===== src/rtl/alu_pkg.sv =====
// alu_pkg: FS opcodes, FSM states and op classification shared by mips_alu_md
package alu_pkg;
  localparam logic [4:0] FS_PASS_S  = 5'h00;
  localparam logic [4:0] FS_PASS_T  = 5'h01;
  localparam logic [4:0] FS_ADD     = 5'h02;
  localparam logic [4:0] FS_SUB     = 5'h03;
  localparam logic [4:0] FS_ADDU    = 5'h04;
  localparam logic [4:0] FS_SUBU    = 5'h05;
  localparam logic [4:0] FS_SLT     = 5'h06;
  localparam logic [4:0] FS_SLTU    = 5'h07;
  localparam logic [4:0] FS_AND     = 5'h08;
  localparam logic [4:0] FS_OR      = 5'h09;
  localparam logic [4:0] FS_XOR     = 5'h0A;
  localparam logic [4:0] FS_NOR     = 5'h0B;
  localparam logic [4:0] FS_INC     = 5'h0F;
  localparam logic [4:0] FS_DEC     = 5'h10;
  localparam logic [4:0] FS_INC4    = 5'h11;
  localparam logic [4:0] FS_DEC4    = 5'h12;
  localparam logic [4:0] FS_ZEROS   = 5'h13;
  localparam logic [4:0] FS_ONES    = 5'h14;
  localparam logic [4:0] FS_SP_INIT = 5'h15;
  localparam logic [4:0] FS_ANDI    = 5'h16;
  localparam logic [4:0] FS_ORI     = 5'h17;
  localparam logic [4:0] FS_LUI     = 5'h18;
  localparam logic [4:0] FS_XORI    = 5'h19;
  localparam logic [4:0] FS_MULT    = 5'h1A;
  localparam logic [4:0] FS_MULTU   = 5'h1B;
  localparam logic [4:0] FS_DIV     = 5'h1C;
  localparam logic [4:0] FS_DIVU    = 5'h1D;
  typedef enum logic [1:0] {IDLE, CALC, FIX} state_t;
  function automatic logic is_multicycle(input logic [4:0] fs);
    return fs >= FS_MULT && fs <= FS_DIVU;
  endfunction
endpackage


===== src/rtl/mips_alu_md_if.sv =====
// mips_alu_md_if: ALU request/result bus; master drives start/fs/s/t, slave returns busy/done/y_hi/y_lo/n/z/v/c
interface mips_alu_md_if #(parameter int WIDTH = 32);
  logic start, busy, done, n, z, v, c;
  logic [4:0] fs;
  logic [WIDTH-1:0] s, t, y_hi, y_lo;
  modport master(output start, fs, s, t, input busy, done, y_hi, y_lo, n, z, v, c);
  modport slave(input start, fs, s, t, output busy, done, y_hi, y_lo, n, z, v, c);
endinterface


===== src/rtl/alu_muldiv_core.sv =====
// alu_muldiv_core: unsigned iterative engine, shift-add multiply (mode 0) or restoring divide (mode 1), one bit per cycle
//   go loads a/b/mode; fin is high in the cycle whose closing edge performs the last step; {hi,lo} is product or {rem,quot}
module alu_muldiv_core #(parameter int WIDTH = 32) (
  input  logic             clk,
  input  logic             reset_n,
  input  logic             go,
  input  logic             mode,
  input  logic [WIDTH-1:0] a,
  input  logic [WIDTH-1:0] b,
  output logic             fin,
  output logic [WIDTH-1:0] hi,
  output logic [WIDTH-1:0] lo
);
  localparam int CW = $clog2(WIDTH + 1);
  logic [2*WIDTH-1:0] p;
  logic [WIDTH-1:0] b_r;
  logic [CW-1:0] cnt;
  logic mode_r;
  logic [WIDTH:0] sum, sh, diff;
  // sh is the partial remainder shifted left with the next dividend bit brought in
  always_comb begin
    sum = {1'b0, p[2*WIDTH-1:WIDTH]} + (p[0] ? {1'b0, b_r} : '0);
    sh = p[2*WIDTH-1:WIDTH-1];
    diff = sh - {1'b0, b_r};
  end
  always_ff @(posedge clk or negedge reset_n)
    if (!reset_n) begin
      p <= '0;
      b_r <= '0;
      cnt <= '0;
      mode_r <= 1'b0;
    end else if (go) begin
      p <= {{WIDTH{1'b0}}, a};
      b_r <= b;
      cnt <= CW'(WIDTH);
      mode_r <= mode;
    end else if (cnt != '0) begin
      cnt <= cnt - 1'b1;
      p <= !mode_r ? {sum, p[WIDTH-1:1]} :
           diff[WIDTH] ? {sh[WIDTH-1:0], p[WIDTH-2:0], 1'b0} : {diff[WIDTH-1:0], p[WIDTH-2:0], 1'b1};
    end
  assign fin = cnt == CW'(1);
  assign hi = p[2*WIDTH-1:WIDTH];
  assign lo = p[WIDTH-1:0];
endmodule


===== src/rtl/mips_alu_md.sv =====
// mips_alu_md: registered execute-stage ALU; single-cycle FS ops plus optional iterative mul/div (macro ALU_MULDIV_EN)
//   ports: clk, reset_n (async active-low), bus (mips_alu_md_if.slave: start/fs/s/t in; busy/done/y_hi/y_lo/n/z/v/c out)
module mips_alu_md
  import alu_pkg::*;
#(
  parameter int WIDTH = 32,
  parameter logic [WIDTH-1:0] SP_INIT_VAL = 'h3FC
) (
  input logic clk,
  input logic reset_n,
  mips_alu_md_if.slave bus
);
  logic [WIDTH-1:0] s, t, b_op, sc_y, y_hi, y_lo;
  logic [WIDTH:0] add_r, sub_r;
  logic sc_n, sc_v, sc_c, done, n, z, v, c;
  assign s = bus.s;
  assign t = bus.t;
  // INC/DEC variants reuse the add/sub paths with a constant second operand
  always_comb begin
    b_op = (bus.fs == FS_INC || bus.fs == FS_DEC) ? WIDTH'(1) :
           (bus.fs == FS_INC4 || bus.fs == FS_DEC4) ? WIDTH'(4) : t;
    add_r = {1'b0, s} + {1'b0, b_op};
    sub_r = {1'b0, s} - {1'b0, b_op};
    sc_y = s;
    sc_v = 1'b0;
    sc_c = 1'b0;
    case (bus.fs)
      FS_PASS_T: sc_y = t;
      FS_ADD, FS_INC, FS_INC4: begin
        sc_y = add_r[WIDTH-1:0];
        sc_c = add_r[WIDTH];
        sc_v = (s[WIDTH-1] == b_op[WIDTH-1]) && (add_r[WIDTH-1] != s[WIDTH-1]);
      end
      FS_SUB, FS_DEC, FS_DEC4: begin
        sc_y = sub_r[WIDTH-1:0];
        sc_c = sub_r[WIDTH];
        sc_v = (s[WIDTH-1] != b_op[WIDTH-1]) && (sub_r[WIDTH-1] != s[WIDTH-1]);
      end
      FS_ADDU: {sc_y, sc_c, sc_v} = {add_r[WIDTH-1:0], add_r[WIDTH], add_r[WIDTH]};
      FS_SUBU: {sc_y, sc_c, sc_v} = {sub_r[WIDTH-1:0], sub_r[WIDTH], sub_r[WIDTH]};
      FS_SLT: sc_y = WIDTH'($signed(s) < $signed(t));
      FS_SLTU: sc_y = WIDTH'(s < t);
      FS_AND: sc_y = s & t;
      FS_OR: sc_y = s | t;
      FS_XOR: sc_y = s ^ t;
      FS_NOR: sc_y = ~(s | t);
      FS_ZEROS: sc_y = '0;
      FS_ONES: sc_y = '1;
      FS_SP_INIT: sc_y = SP_INIT_VAL;
      FS_ANDI: sc_y = s & WIDTH'(t[15:0]);
      FS_ORI: sc_y = s | WIDTH'(t[15:0]);
      FS_XORI: sc_y = s ^ WIDTH'(t[15:0]);
      FS_LUI: sc_y = WIDTH'(t[15:0]) << (WIDTH - 16);
      // only reached when the mul/div datapath is absent: zero result flagged as unsupported
      FS_MULT, FS_MULTU, FS_DIV, FS_DIVU: {sc_y, sc_v} = {{WIDTH{1'b0}}, 1'b1};
      default: sc_y = s;
    endcase
    sc_n = sc_y[WIDTH-1] & ~(bus.fs == FS_ADDU || bus.fs == FS_SUBU || bus.fs == FS_SLTU);
  end
`ifdef ALU_MULDIV_EN
  state_t st;
  logic busy, go, fin, sgn, md_div, md_sgn, md_v, dz, t_neg, neg_q, neg_r;
  logic [WIDTH-1:0] s_r, s_mag, t_mag, hi, lo, md_hi, md_lo;
  logic [2*WIDTH-1:0] p_fix;
  // within mul/div, fs[0]=0 selects the signed flavour and fs[2]=1 selects divide
  assign sgn = ~bus.fs[0];
  assign go = bus.start && st == IDLE && is_multicycle(bus.fs);
  assign s_mag = (sgn && s[WIDTH-1]) ? -s : s;
  assign t_mag = (sgn && t[WIDTH-1]) ? -t : t;
  alu_muldiv_core #(.WIDTH(WIDTH)) u_core (
    .clk(clk), .reset_n(reset_n), .go(go), .mode(bus.fs[2]),
    .a(s_mag), .b(t_mag), .fin(fin), .hi(hi), .lo(lo)
  );
  // quotient/product sign from both operands, remainder sign follows the dividend
  assign neg_q = md_sgn & (s_r[WIDTH-1] ^ t_neg);
  assign neg_r = md_sgn & s_r[WIDTH-1];
  assign p_fix = neg_q ? -{hi, lo} : {hi, lo};
  assign md_lo = !md_div ? p_fix[WIDTH-1:0] : dz ? '1 : neg_q ? -lo : lo;
  assign md_hi = !md_div ? p_fix[2*WIDTH-1:WIDTH] : dz ? s_r : neg_r ? -hi : hi;
  always_ff @(posedge clk or negedge reset_n)
    if (!reset_n) begin
      st <= IDLE;
      {busy, done, n, z, v, c} <= '0;
      {y_hi, y_lo, s_r} <= '0;
      {md_div, md_sgn, md_v, dz, t_neg} <= '0;
    end else begin
      done <= 1'b0;
      case (st)
        IDLE:
          if (go) begin
            st <= CALC;
            busy <= 1'b1;
            md_div <= bus.fs[2];
            md_sgn <= sgn;
            s_r <= s;
            t_neg <= t[WIDTH-1];
            dz <= bus.fs[2] && t == '0;
            md_v <= bus.fs[2] && (t == '0 || (sgn && s == {1'b1, {(WIDTH-1){1'b0}}} && &t));
          end else if (bus.start) begin
            done <= 1'b1;
            y_hi <= '0;
            y_lo <= sc_y;
            {n, z, v, c} <= {sc_n, sc_y == '0, sc_v, sc_c};
          end
        CALC: if (fin) st <= FIX;
        FIX: begin
          st <= IDLE;
          busy <= 1'b0;
          done <= 1'b1;
          y_hi <= md_hi;
          y_lo <= md_lo;
          {n, z, v, c} <= {md_hi[WIDTH-1], {md_hi, md_lo} == '0, md_v, 1'b0};
        end
        default: st <= IDLE;
      endcase
    end
  assign bus.busy = busy;
`else
  always_ff @(posedge clk or negedge reset_n)
    if (!reset_n) begin
      {done, n, z, v, c} <= '0;
      {y_hi, y_lo} <= '0;
    end else begin
      done <= bus.start;
      if (bus.start) {y_hi, y_lo, n, z, v, c} <= {{WIDTH{1'b0}}, sc_y, sc_n, sc_y == '0, sc_v, sc_c};
    end
  assign bus.busy = 1'b0;
`endif
  assign bus.done = done;
  assign bus.y_hi = y_hi;
  assign bus.y_lo = y_lo;
  assign {bus.n, bus.z, bus.v, bus.c} = {n, z, v, c};
endmodule


===== src/flat_wrapper.sv =====
// flat-port wrapper written by rule: the top's interface ports become plain ports
module mips_alu_md_flat import alu_pkg::*;
#(
  parameter int WIDTH = 32,
  parameter logic [WIDTH-1:0] SP_INIT_VAL = 'h3FC
)
  (clk, reset_n, bus_start, bus_fs, bus_s, bus_t, bus_busy, bus_done, bus_y_hi, bus_y_lo, bus_n, bus_z, bus_v, bus_c);
  mips_alu_md_if #(.WIDTH(WIDTH)) bus_i ();
  input logic clk;
  input logic reset_n;
  input wire logic [$bits(bus_i.start)-1:0] bus_start;
  input wire logic [$bits(bus_i.fs)-1:0] bus_fs;
  input wire logic [$bits(bus_i.s)-1:0] bus_s;
  input wire logic [$bits(bus_i.t)-1:0] bus_t;
  output wire logic [$bits(bus_i.busy)-1:0] bus_busy;
  output wire logic [$bits(bus_i.done)-1:0] bus_done;
  output wire logic [$bits(bus_i.y_hi)-1:0] bus_y_hi;
  output wire logic [$bits(bus_i.y_lo)-1:0] bus_y_lo;
  output wire logic [$bits(bus_i.n)-1:0] bus_n;
  output wire logic [$bits(bus_i.z)-1:0] bus_z;
  output wire logic [$bits(bus_i.v)-1:0] bus_v;
  output wire logic [$bits(bus_i.c)-1:0] bus_c;
  assign bus_i.start = bus_start;
  assign bus_i.fs = bus_fs;
  assign bus_i.s = bus_s;
  assign bus_i.t = bus_t;
  assign bus_busy = bus_i.busy;
  assign bus_done = bus_i.done;
  assign bus_y_hi = bus_i.y_hi;
  assign bus_y_lo = bus_i.y_lo;
  assign bus_n = bus_i.n;
  assign bus_z = bus_i.z;
  assign bus_v = bus_i.v;
  assign bus_c = bus_i.c;
  mips_alu_md #(.WIDTH(WIDTH), .SP_INIT_VAL(SP_INIT_VAL)) u_core (.clk(clk), .reset_n(reset_n), .bus(bus_i));
endmodule

===== config.mk =====
export PLATFORM = sky130hd
export DESIGN_NAME = mips_alu_md_flat
export DESIGN_NICKNAME = d
export VERILOG_FILES = /design/src/rtl/alu_pkg.sv /design/src/rtl/mips_alu_md_if.sv /design/src/rtl/alu_muldiv_core.sv /design/src/rtl/mips_alu_md.sv /design/src/flat_wrapper.sv
export SDC_FILE = /design/constraint.sdc
export NUM_CORES = 1
export LEC_CHECK = 0
export BUFFER_PORTS_ARGS = -buffer_cell sky130_fd_sc_hd__buf_2
export CORE_MARGIN = 2
export CORE_UTILIZATION = 65
export DETAILED_ROUTE_END_ITERATION = 7
export PLACE_DENSITY = 0.93
export SLEW_MARGIN = 15
export SYNTH_ARGS = -nofsm -noshare
export SYNTH_HDL_FRONTEND = slang
export SYNTH_SLANG_ARGS = --single-unit

===== constraint.sdc =====
create_clock -name clk -period 2.3 [get_ports clk]
set_input_delay 0.345 -clock clk [delete_from_list [all_inputs] [get_ports clk]]
set_output_delay 0.345 -clock clk [all_outputs]
set_load 0.01 [all_outputs]

==> run_results.csv, run 1 <==
group,metric,value,unit
clocking,cts_buffers,5,
yosys,syn_area,10400,µm²
yosys,synth_area_leaders,"ha_1 19%, dfrtp_1 8.9%, a21oi_1 6.3%",
yosys,synth_edf_count,0,
floorplan,die_h,131,µm
status,haltStage,"clock tree synthesis",
floorplan,start_util,0.662,
clocking,root_buffer,"clkbuf_16",
floorplan,io_pins,142,
yosys,synthCells,1465,
clocking,postCtsSetupRepairBufs,51,
yosys,netlist.area_leader.share,0.192,
yosys,synth_common_cells,"165 x inv_1, 160 x ha_1, 132 x a21oi_1",
yosys,synth_most_common_cell,"inv_1",
yosys,synth_cell_type_count,91,
yosys,seq_area_frac_synth,0.0887,
status,status,"stopped before the end",
placement,io_buffers,108,
yosys,syn_avg_cell_area,7.12,µm²
placement,dp_hpwl,48600,µm
placement,place_congestion,1.16,
clocking,cts_resized,270,
yosys,yosys_warnings,0,
clocking,h-tree-depth,2,
yosys,ys.flop_type,"dfrtp_1",
clocking,cts_sinks,37,
yosys,synth_top_area_cell,"ha_1",
placement,placed_cell_area,14800,µm²
status,stop_error,"[ERROR DPL-0038] Utilization greater than 100%, impossible to legalize",
yosys,async_flop_share,1.00,
floorplan,std_cell_rows,46,
floorplan,die_w,131,µm
clocking,ctsHoldBuffers,0,
clocking,cts_buffer_depth,2,
yosys,synth-seq-cells,37,
## cell families after synthesis
kind of cell / share of synthesized area
adder cells (fa/ha/maj): 0.196
XOR/XNOR: 0.0134
multiplexers: 0.0369
AO/OA/AOI/OAI: 0.335
buffers and inverters: 0.125
AND/OR/NAND/NOR: 0.205
other: 0.000359
flip-flops: 0.0887
## stage by stage
stage               hold WS, ns  TNS [ns]  setup WS (ns)  instances
global placement          0.484    -53.30          -2.45       2192
floorplan                0.0494    -45.56          -2.04       1497
detailed placement        0.493    -63.14          -2.85       2192
==> run 2, diff against run 1 <==
--- a/config.mk
+++ b/config.mk
@@ -7,9 +7,9 @@
 export LEC_CHECK = 0
 export BUFFER_PORTS_ARGS = -buffer_cell sky130_fd_sc_hd__buf_2
 export CORE_MARGIN = 2
-export CORE_UTILIZATION = 65
+export CORE_UTILIZATION = 40
 export DETAILED_ROUTE_END_ITERATION = 7
-export PLACE_DENSITY = 0.93
+export PLACE_DENSITY_LB_ADDON = 0.15
 export SLEW_MARGIN = 15
 export SYNTH_ARGS = -nofsm -noshare
 export SYNTH_HDL_FRONTEND = slang
==> run_results.csv, run 2 <==
group,metric,value,unit
clocking,h-tree-depth,2,
floorplan,die_w,166,µm
yosys,async_flop_share,1.00,
global_routing,grt_max_degree,46,
clocking,cts_sinks,37,
detailed_routing,via_per_inst,5.98,
pwr,power_frac_seq,0.127,
sta,period_share,1.80,
clocking,clock_latency,0.31,ns
status,violations,"DRC, setup timing",
clocking,root_buffer,"clkbuf_16",
sta,skew,0,ns
yosys,synth_common_cells,"165 x inv_1, 160 x ha_1, 132 x a21oi_1",
pwr,power_switching,3120,µW
pwr,p_clk_frac,0.112,
sta,setup_violations,36,
layout,largest_reg_flops,32,
clocking,clk_pin_slew,0.08,ns
pwr,p_leak,0.00851,µW
worst_setup_path,startpoint,"bus_fs[1]",
yosys,syn_area,10400,µm²
layout,fin_area,17700,µm²
worst_setup_path,cp_max_fo,5,
yosys,synth_top_area_cell,"ha_1",
layout,fillers,2167,
global_routing,grt.total_usage,0.395,
pwr,power_frac_comb,0.761,
placement,dp_hpwl,43500,µm
status,status,"finished, violations left",
layout,insertedDiodeCount,0,
detailed_routing,drc,12,
global_routing,grt_pass1_wl,80700,µm
floorplan,core,25800,µm²
layout,area.growth.synth_to_final,69.2,%
worst_hold_path,hold_class,"input port to asynchronous set/reset pin",
worst_setup_path,setup.reg_to_reg.worst_slack,1.44,ns
worst_setup_path,rr_worst_depth,2,
floorplan,start_util,0.404,
layout,mostFrequentLayoutCell,"buf_4",
sta,timing.final.ws_setup,-1.84,ns
clocking,cts_buffers,5,
sta,setup_tns,-42.06,ns
layout,fin_cells,2419,
floorplan,die_h,166,µm
worst_setup_path,arrival,4.39,ns
worst_setup_path,rr_startpoint,"u_core.bus.z",
yosys,synthCells,1465,
layout,fin_util,0.683,
floorplan,io_pins,142,
worst_setup_path,startpoint_type,"input port",
worst_setup_path,cp_data_required_time,2.55,ns
yosys,synth-seq-cells,37,
placement,io_buffers,108,
worst_setup_path,r2r-end,"u_core.bus.z",
worst_setup_path,path_class,"input port to flip-flop",
placement,placed_cells,2359,
detailed_routing,wl,56200,µm
placement,placed_cell_area,15300,µm²
pwr,p_sw_frac,0.458,
sta,relSlewSlack,0.346,
yosys,synth_edf_count,0,
layout,most-common-layout-cells,"532 x buf_4, 159 x inv_1, 126 x ha_1",
detailed_routing,antenna_left,0,
worst_setup_path,end_kind,"flip-flop",
sta,rsz0062_at_grt,"yes",
pwr,ir_worst_vdd,314,µV
detailed_routing,wl_per_cell,23.2,µm
yosys,ys.flop_type,"dfrtp_1",
layout,nNetsFinal,2317,
yosys,yosys_warnings,0,
placement,place_congestion,1.01,
sta,max_slew.worst_pin.slew,0.981,ns
sta,final-hold-violation-count,0,
clocking,cts_tree,"done",
layout,drive_gt1_frac,0.478,
worst_setup_path,cp-endpoint,"u_core.bus.z",
yosys,syn_avg_cell_area,7.12,µm²
clocking,cts_buffer_depth,2,
yosys,synth_cell_type_count,91,
yosys,synth_most_common_cell,"inv_1",
detailed_routing,num_vias,14500,
global_routing,grt_overflow_total,0,
pwr,cellPowerDensity,387,nW/µm²
yosys,synth_area_leaders,"ha_1 19%, dfrtp_1 8.9%, a21oi_1 6.3%",
pwr,totalPowerFinal,6820,µW
sta,drv_slew,0,
global_routing,grt_antenna_before_repair,0,
detailed_routing,drt_iter0_markers,1590,
floorplan,die-area,27400,µm²
detailed_routing,first_pass_iters,8,
yosys,netlist.area_leader.share,0.192,
flow_run,cap_violations,0,
floorplan,std_cell_rows,59,
pwr,p_int,3700,µW
yosys,seq_area_frac_synth,0.0887,
global_routing,grt_pass1_vias,13700,
sta,fmax,0.241,GHz
layout,top_register,"u_core.bus.y_lo",
sta,fin_crit,4.14,ns
## run 2: cell counts after synthesis
No cell type changed its count.
## run 2: how the worst min path moves through the flow
stage                          end  cells after the start
2_1_floorplan         u_core.bus.c                      0
6_report        u_core.bus.y_lo[3]                      1
3_5_place_dp    u_core.bus.y_lo[3]                      1
3_3_place_gp   u_core.bus.y_lo[17]                      1
5_1_grt         u_core.bus.y_lo[3]                      1
4_1_cts               u_core.bus.v                      1
## run 2: logic make-up (layout without fill, tap and decap cells)
logic type,Yosys count,after routing,share of synthesized area
XOR/XNOR,16,16,0.0134
AO/OA/AOI/OAI,501,501,0.335
flip-flops,37,37,0.0887
other,1,33,0.000359
adder cells (fa/ha/maj),162,162,0.196
multiplexers,37,37,0.0369
buffers and inverters,291,878,0.125
AND/OR/NAND/NOR,420,420,0.205
## run 2: metal layers
| layer | track usage | share of wire | vias to the layer above |
|---|---|---|---|
| li1 | - | - | 6562 |
| met1 | 0.477 | 0.39 | 6864 |
| met3 | 0.0649 | 0.084 | 211 |
| met2 | 0.655 | 0.45 | 827 |
| met5 | 0 | 0 | - |
| met4 | 0.237 | 0.071 | 0 |
## run 2: repair_timing
| action | 4_1_cts | 5_1_grt |
|---|---|---|
| hold buffers | 0 | 0 |
| resized for setup | 199 | 142 |
| setup endpoints to repair | 36 | 36 |
| endpoints found under the hold margin | 0 | 0 |
| pin swaps | 73 | 96 |
| buffers inserted | 32 | 33 |
| gates cloned | 0 | 3 |
## run 2: final cells by class
cell class                      instances  area, µm²  area share
Tap cell                              335        419      0.0237
Timing Repair Buffer                  705       5430       0.308
Sequential cell                        37        926      0.0524
Multi-Input combinational cell       1169      10100       0.573
Inverter                              165        622      0.0352
Clock inverter                          2       10.0    0.000567
Clock buffer                            6        129     0.00730
## run 2: through the flow
step	hold slack [ns]	setup WS, ns
2_1_floorplan	0.0494	-2.04
3_5_place_dp	0.491	-2.46
6_report	0.179	-1.84
4_1_cts	0.232	-1.79
3_3_place_gp	0.485	-2.44
5_1_grt	0.276	-2.00
## run 2: power by group through the flow
stage,sequential (µW),clock (µW),combinational (µW)
3_5_place_dp,875,0,4230
4_1_cts,867,758,4710
6_report,866,762,5200
5_1_grt,890,782,5510
3_3_place_gp,867,0,4200
2_1_floorplan,942,0,2000
## run 2: worst max-delay path, stage by stage
cell and delay (ns):
buf_2 0.18, nand4_2 0.18, a21oi_2 0.18, a211o_1 0.17, ha_2 0.21, inv_2 0.04, fa_2 0.37, o21ba_4 0.21
or4_4 0.45, a211o_4 0.39, and2_4 0.15, a221o_1 0.34, nand2_1 0.07, a32o_2 0.22, nand4_1 0.13, nor4b_2 0.23
buf_4 0.17, nor4b_2 0.17, a41o_1 0.18
No activity file was read; power rests on OpenSTA's default activity.
